### config.mk
export PLATFORM = sky130hd
export DESIGN_NAME = edge_frame_writer
export DESIGN_NICKNAME = d
export VERILOG_FILES = /design/src/rtl/edge_frame_writer.sv
export SDC_FILE = /design/constraint.sdc
export NUM_CORES = 1
export LEC_CHECK = 0
export CAP_MARGIN = 15
export CORE_MARGIN = 4
export CORE_UTILIZATION = 45
export CTS_BUF_LIST = sky130_fd_sc_hd__clkbuf_16
export DETAILED_ROUTE_END_ITERATION = 10
export GPL_ROUTABILITY_DRIVEN = 1
export PLACE_DENSITY = 0.67
export SYNTH_ARGS = -nofsm -noshare
export SYNTH_HDL_FRONTEND = slang
export SYNTH_SLANG_ARGS = --single-unit
### constraint.sdc
create_clock -name clk -period 3.84 [get_ports clk]
set_input_delay 0.768 -clock clk [delete_from_list [all_inputs] [get_ports clk]]
set_output_delay 0.768 -clock clk [all_outputs]
set_load 0.1 [all_outputs]
### src/rtl/edge_frame_writer.sv
`default_nettype none
// ============================================================================
//  Module   : edge_frame_writer
//  Brief    : Captures one frame of 4-bit pixels per start pulse, packs four
//             pixels per 16-bit word and writes the words to a 16-bit SRAM
//             port through a 2-entry {addr,data} buffer; lost words raise a
//             sticky overflow flag.
//  Revision : 1.0 - initial release
// ============================================================================
module edge_frame_writer #(
   parameter int          IMG_W     = 640,
   parameter int          IMG_H     = 480,
   parameter int          ADDR_W    = 18,
   parameter int unsigned BASE_ADDR = 0
) (
   input  logic              clk,
   input  logic              rst,
   input  logic              start,
   input  logic [3:0]        pix_in,
   input  logic              pix_valid,
   output logic [ADDR_W-1:0] mem_addr,
   output logic [15:0]       mem_wdata,
   output logic              mem_we,
   input  logic              mem_ready,
   output logic              busy,
   output logic              frame_done,
   output logic              overflow
);

   localparam int                  c_TOTAL    = IMG_W * IMG_H;
   localparam int                  c_CNT_W    = $clog2(c_TOTAL + 1);
   localparam logic [c_CNT_W-1:0]  c_LAST_PIX = c_CNT_W'(c_TOTAL - 1);
   localparam logic [ADDR_W-1:0]   c_BASE     = ADDR_W'(BASE_ADDR);

   typedef enum logic [1:0] {
      S_IDLE    = 2'd0,
      S_CAPTURE = 2'd1,
      S_FLUSH   = 2'd2
   } state_t;

   state_t              r_state;
   logic [c_CNT_W-1:0]  r_pix_cnt;
   logic [1:0]          r_nib;
   logic [11:0]         r_pix_buf;
   logic [ADDR_W-1:0]   r_word_addr;
   logic                r_overflow;

   logic [ADDR_W-1:0]   r_fifo_addr [2];
   logic [15:0]         r_fifo_data [2];
   logic                r_rd_ptr;
   logic                r_wr_ptr;
   logic [1:0]          r_count;

   logic                w_consume;
   logic                w_push;
   logic                w_pop;
   logic                w_full;
   logic                w_push_ok;
   logic                w_drop;
   logic [15:0]         w_word;

   // A word is complete on the fourth consumed pixel; it is only lost when
   // the buffer is full and the head is not leaving in the same cycle.
   assign w_consume = (r_state == S_CAPTURE) && pix_valid;
   assign w_push    = w_consume && (r_nib == 2'd3);
   assign w_pop     = (r_count != 2'd0) && mem_ready;
   assign w_full    = (r_count == 2'd2);
   assign w_push_ok = w_push && (!w_full || w_pop);
   assign w_drop    = w_push && w_full && !w_pop;
   assign w_word    = {pix_in, r_pix_buf};

   // Memory side is driven straight from the buffer head, so it is stable
   // for as long as the head entry is not popped.
   assign mem_we     = (r_count != 2'd0);
   assign mem_addr   = r_fifo_addr[r_rd_ptr];
   assign mem_wdata  = r_fifo_data[r_rd_ptr];
   assign busy       = (r_state != S_IDLE);
   assign overflow   = r_overflow;
   assign frame_done = (r_state == S_FLUSH) && (r_count == 2'd1) && mem_ready;

   // Frame sequencing, pixel packing and word-address generation.
   always_ff @(posedge clk or posedge rst) begin
      if (rst) begin
         r_state     <= S_IDLE;
         r_pix_cnt   <= '0;
         r_nib       <= 2'd0;
         r_pix_buf   <= 12'd0;
         r_word_addr <= c_BASE;
         r_overflow  <= 1'b0;
      end else begin
         case (r_state)
            S_IDLE: begin
               if (start) begin
                  r_state     <= S_CAPTURE;
                  r_pix_cnt   <= '0;
                  r_nib       <= 2'd0;
                  r_word_addr <= c_BASE;
                  r_overflow  <= 1'b0;
               end
            end
            S_CAPTURE: begin
               if (w_drop) begin
                  r_overflow <= 1'b1;
               end
               if (pix_valid) begin
                  r_nib     <= r_nib + 2'd1;
                  r_pix_cnt <= r_pix_cnt + c_CNT_W'(1);
                  case (r_nib)
                     2'd0:    r_pix_buf[3:0]  <= pix_in;
                     2'd1:    r_pix_buf[7:4]  <= pix_in;
                     2'd2:    r_pix_buf[11:8] <= pix_in;
                     default: r_word_addr     <= r_word_addr + ADDR_W'(1);
                  endcase
                  if (r_pix_cnt == c_LAST_PIX) begin
                     r_state <= S_FLUSH;
                  end
               end
            end
            S_FLUSH: begin
               if ((r_count == 2'd0) || ((r_count == 2'd1) && w_pop)) begin
                  r_state <= S_IDLE;
               end
            end
            default: r_state <= S_IDLE;
         endcase
      end
   end

   // Two-entry word buffer; simultaneous push and pop keep occupancy.
   always_ff @(posedge clk or posedge rst) begin
      if (rst) begin
         r_fifo_addr[0] <= '0;
         r_fifo_addr[1] <= '0;
         r_fifo_data[0] <= 16'd0;
         r_fifo_data[1] <= 16'd0;
         r_rd_ptr       <= 1'b0;
         r_wr_ptr       <= 1'b0;
         r_count        <= 2'd0;
      end else begin
         if (w_push_ok) begin
            r_fifo_addr[r_wr_ptr] <= r_word_addr;
            r_fifo_data[r_wr_ptr] <= w_word;
            r_wr_ptr              <= ~r_wr_ptr;
         end
         if (w_pop) begin
            r_rd_ptr <= ~r_rd_ptr;
         end
         case ({w_push_ok, w_pop})
            2'b10:   r_count <= r_count + 2'd1;
            2'b01:   r_count <= r_count - 2'd1;
            default: r_count <= r_count;
         endcase
      end
   end

endmodule
`default_nettype wire

### After elaboration in Yosys (flattened, before gate mapping)

Index checks and enable logic that the tools add are counted.

| operators by class | value |
|---|---|
| $add $sub $neg | 5 |
| order comparisons | 3 |
| eq/ne operators | 16 |
| muxes and demuxes | 31 |
| bitwise operators | 4 |
| reductions and logical operators | 29 |

Operators by type and width:

| kind | number |
|---|---|
| $mux 18 | 7 |
| $mux 16 | 4 |
| $mux 19 | 2 |
| $pmux 19 s2 | 1 |
| $bwmux 36 | 1 |
| $pmux 18 s2 | 1 |
| $bwmux 32 | 1 |
| $add 19x1->19 const B | 1 |
| $eq 19x19->1 const B | 1 |
| $add 18x1->18 const B | 1 |
| $demux 18 s1 | 1 |
| $demux 16 s1 | 1 |
| $reduce_and 3->1 | 5 |
| $mux 2 | 6 |
| $eq 2x2->1 const B | 5 |
| $logic_and 1x1->1 | 10 |
| $eq 2x1->1 const B | 4 |
| $ne 2x2->1 const B | 4 |
| $pmux 2 s2 | 2 |
| $reduce_and 4->1 | 2 |
| $reduce_bool 2->1 | 4 |
| $logic_not 2->1 | 3 |
| $pmux 2 s3 | 1 |
| $add 2x1->2 const B | 2 |
| 11 further kinds | 18 |

| storage, ports and cells | value |
|---|---|
| register bits after elaboration | 126 |
| word-level logic and storage cells | 103 |

### Logic depth before layout (Yosys ltp)

| depth | value |
|---|---|
| word-level depth | 7 |
| gate-level depth with buffers | 7 |

### Worst setup path before layout

No wires, ideal clock.

| path | value |
|---|---|
| kind | reg-to-output |
| start | register r_state[1] |
| end | output port frame_done |
| data arrival time | 2.875 ns |
| setup slack | 0.197 ns |
| cell stages (with the launch flop) | 4 |
| buffers on the path | 1 |
| cells stage by stage | dfrtp_1 clkbuf_1 inv_1 nor3_1 |

| on the way | value |
|---|---|
| longest elaborated chain between the ends | 3 |

RTL lines:

| item | RTL line | source |
|---|---|---|
| start: declaration | 41 | `state_t r_state;` |
| start signal: assignment | 84 | `r_state <= S_IDLE;` |
| start signal: assignment | 94 | `r_state <= S_CAPTURE;` |
| start signal: assignment | 115 | `r_state <= S_FLUSH;` |
| $eq 2x2->1 | 79 | `assign frame_done = (r_state == S_FLUSH) && (r_count == 2'd1) && mem_ready;` |
| $logic_and 1x1->1 (2 in series) | 79 |  |
| end: declaration | 26 | `output logic frame_done,` |

Every way passes these cells.

### Final worst setup path

| path | value |
|---|---|
| start | register r_overflow, in the netlist overflow |
| end | output port overflow |

RTL lines:

| item | RTL line | source |
|---|---|---|
| start: declaration | 46 | `logic r_overflow;` |
| start signal: assignment | 89 | `r_overflow <= 1'b0;` |
| start signal: assignment | 98 | `r_overflow <= 1'b0;` |
| start signal: assignment | 103 | `r_overflow <= 1'b1;` |
| end: declaration | 27 | `output logic overflow` |

No word-level cell between the ends.

==> impl_results.md <==
- Top cells by instance count after synthesis: dfrtp_1 (126), mux2_2 (114), nand2_1 (29)
- Number of synthesized flops with an enable pin: 0
- CP Data Arrival Time: 1.89 ns
- IO buf count: 46
- Slew margin rel.: 0.3521
- Syn nets: 498
- Critical path type: flop to output pin
- Setup crit end kind: output pin
- Routed Antenna Nets: 0
- Sequential area share after synthesis: 0.5355
- Antenna violations before repair: 0
- Async set-reset flop share out of synthesis: 1.000
- Routed WL: 11.69 mm
- Largest delay contributor family on the critical path: buffers and inverters
- Die X: 122.4 um
- Crit path launch: overflow$_DFFE_PP0P_
- CTS Hold Bufs: 0
- H-tree levels: 4
- Initial core utilization: 0.4628
- CP Max Fanout: 2
- VDD IR-drop max: 587.0 uV
- Synth Register Bits: 126
- Antenna Cells: 0
- Post-synth top area share: 0.5355
- Crit path required time: 3.07 ns
- Routed wire per std cell: 16.37 um
- Worst-path clk slew: 0.05 ns
- I/O pin cnt: 47
- Post-route design area: 7073 um2
- Syn Area/Cell: 12.29 um2
- Final min period: 2.660 ns
- CP Cell Sequence: clkdlybuf4s50_1
- Layout cells sized above 1: 0.3708
- Setup TNS: 0 ns
- Cell Area, Synth: 5888 um2
- First-pass GRT wire length: 19.78 mm
- Worst skew pair latency: 0.41 ns
- Critical Path Start Type: flop
- Fmax: 375.9 MHz
- Top FF cell, synth: dfrtp_1
- Clock tree from TritonCTS: built
- Post-layout util: 0.5560
- Layout area overhead: 20.12%
- Min-Delay Path Class: flop to flop
- Vert. Die Dim: 122.4 um
- Grt total ovfl: 0
- Core Area: 12720 um2
- Total of max-cap violations: 0
- DR DRC count: 0
- Status: finished clean
- Post-CTS Resized: 0
- Num CTS Buffers: 17
- Cell with the most instances after synthesis: dfrtp_1
- Global Route Usage Sum: 0.1696
- Initial DRC count: 221
- Largest net degree at the start of global routing: 48
- Via count: 3859
- Launching point of the worst reg2reg path: r_state[0]$_DFFE_PP0P_
- Vias per Instance: 5.405
- Post-DP Area: 6462 um2
- Static leakage power: 3.194 nW
- Hold Vio Cnt, Final: 0
- Std cell rows: 41
- Root buf cell: clkbuf_16
- CP max stage cell: clkdlybuf4s50_1
- Max Root-Sink Buffers: 2
- Final nets: 548
- Vias in the first global route: 4019
- Yosys cell types: 43
- Clock Skew: 0.006413 ns
- Slew Viols, Final: 0
- Measured slew at the worst slew-check pin: 0.9689 ns
- Synth Warn #: 0
- Hold Startpoint: r_fifo_data[4]$_DFFE_PP0P_
- Critical path buffers and inverters: 1
- Gpl congestion: 0.7709
- Pwr Density: 877.0 nW/um2
- HPWL Detailed: 7.745 mm
- Worst stage delay on the critical path: 1.14 ns
- Filler Cell Count: 1108
- Post-CTS Setup Bufs: 0
- RSZ-0062 raised after global routing: false
- Die area: 14980 um2
- Top cells by area, synth: dfrtp_1 (54%), mux2_2 (22%), ha_1 (2.1%), nand2_1 (1.8%), or4_1 (1.7%)
- Final setup violation count: 0
- DRT Pass-1 Iters: 4
- Cells after Synth: 479
- Synth area leader: dfrtp_1
- TritonCTS Sinks: 126
- Final Cycle Share: 0.6927
-- logic make-up after synthesis --
logic type      after synthesis  share of synthesized area
flops                       126                     0.5355
simple gates                117                     0.1088
mux                         116                     0.2221
compound gates               60                    0.06651
buf+inv                      36                    0.02507
xor+xnor                     14                    0.02082
fa+ha+maj                    10                    0.02125
-- per-layer routing --
| metal | GRT usage | share of wire | up-vias |
|---|---|---|---|
| li1 | - | - | 1859 |
| met1 | 0.2279 | 0.47 | 1941 |
| met2 | 0.2666 | 0.49 | 55 |
| met3 | 0.05161 | 0.033 | 4 |
| met4 | 0.04969 | 0.0056 | 0 |
| met5 | 0 | 0 | - |
-- final timing paths --
kind / to / slack, ns / cells past startpoint
max in group asynchronous: r_pix_cnt[8]$_DFFE_PP0P_ / 2.15 / 3
hold / removal: r_fifo_data[4]$_DFFE_PP0P_ / 0.50 / 1
setup reg to reg: r_pix_cnt[18]$_DFFE_PP0P_ / 1.51 / 4
hold reg to reg: r_fifo_data[4]$_DFFE_PP0P_ / 0.50 / 1
setup / recovery: overflow / 1.18 / 1
min in group asynchronous: r_fifo_addr[17]$_DFFE_PP0P_ / 0.92 / 2
-- through the flow --
step | hold WS [ns] | power [mW] | std cells | setup slack (ns)
after CTS | 0.5036 | 6.264 | 713 | 1.155
after global routing | 0.5131 | 6.486 | 714 | 1.109
after detailed placement | 0.4876 | 4.612 | 681 | 0.7849
after global placement | 0.4834 | 4.551 | 681 | 0.8552
after floorplan | 0.4681 | 4.081 | 479 | 0.1966
final | 0.4988 | 6.203 | 714 | 1.180
-- state kept, by name, summed over array words and instances (netlist names) --
register and count:
r_fifo_addr 36, r_fifo_data 32, r_pix_cnt 19, r_word_addr 18, r_pix_buf 12, r_count 2, r_nib 2, r_state 2
overflow 1, r_rd_ptr 1, r_wr_ptr 1
-- power breakdown --
group	leakage (nW)	internal, mW	switching, mW	total, mW
combinational	1.27	0.798	1.81	2.61
clock	0.292	1.07	0.558	1.63
sequential	1.63	1.71	0.253	1.96
total	3.19	3.58	2.62	6.20
-- cell type report --
cell class | instances | area [um2] | area share
clock buffer | 17 | 425.4 | 0.06015
clock inverter | 15 | 177.7 | 0.02512
inverter | 12 | 48.80 | 0.006899
multi-input combinational | 317 | 2605 | 0.3683
sequential | 126 | 3153 | 0.4458
tap | 172 | 215.2 | 0.03043
timing repair buffer | 55 | 447.9 | 0.06333
-- cells in the final DEF, fill, tap and decap left out, types with 10 or more instances in the layout --
cell / instances
nand2_1: 29
mux2_2: 114
nand3_1: 12
a21oi_1: 19
inv_1: 12
dfrtp_1: 126
ha_1: 10
o21ai_0: 10
clkbuf_16: 17
o31ai_1: 12
or4_1: 13
xnor2_1: 10
nor2_1: 15
buf_4: 44
Power figures use the tool's default switching activity.
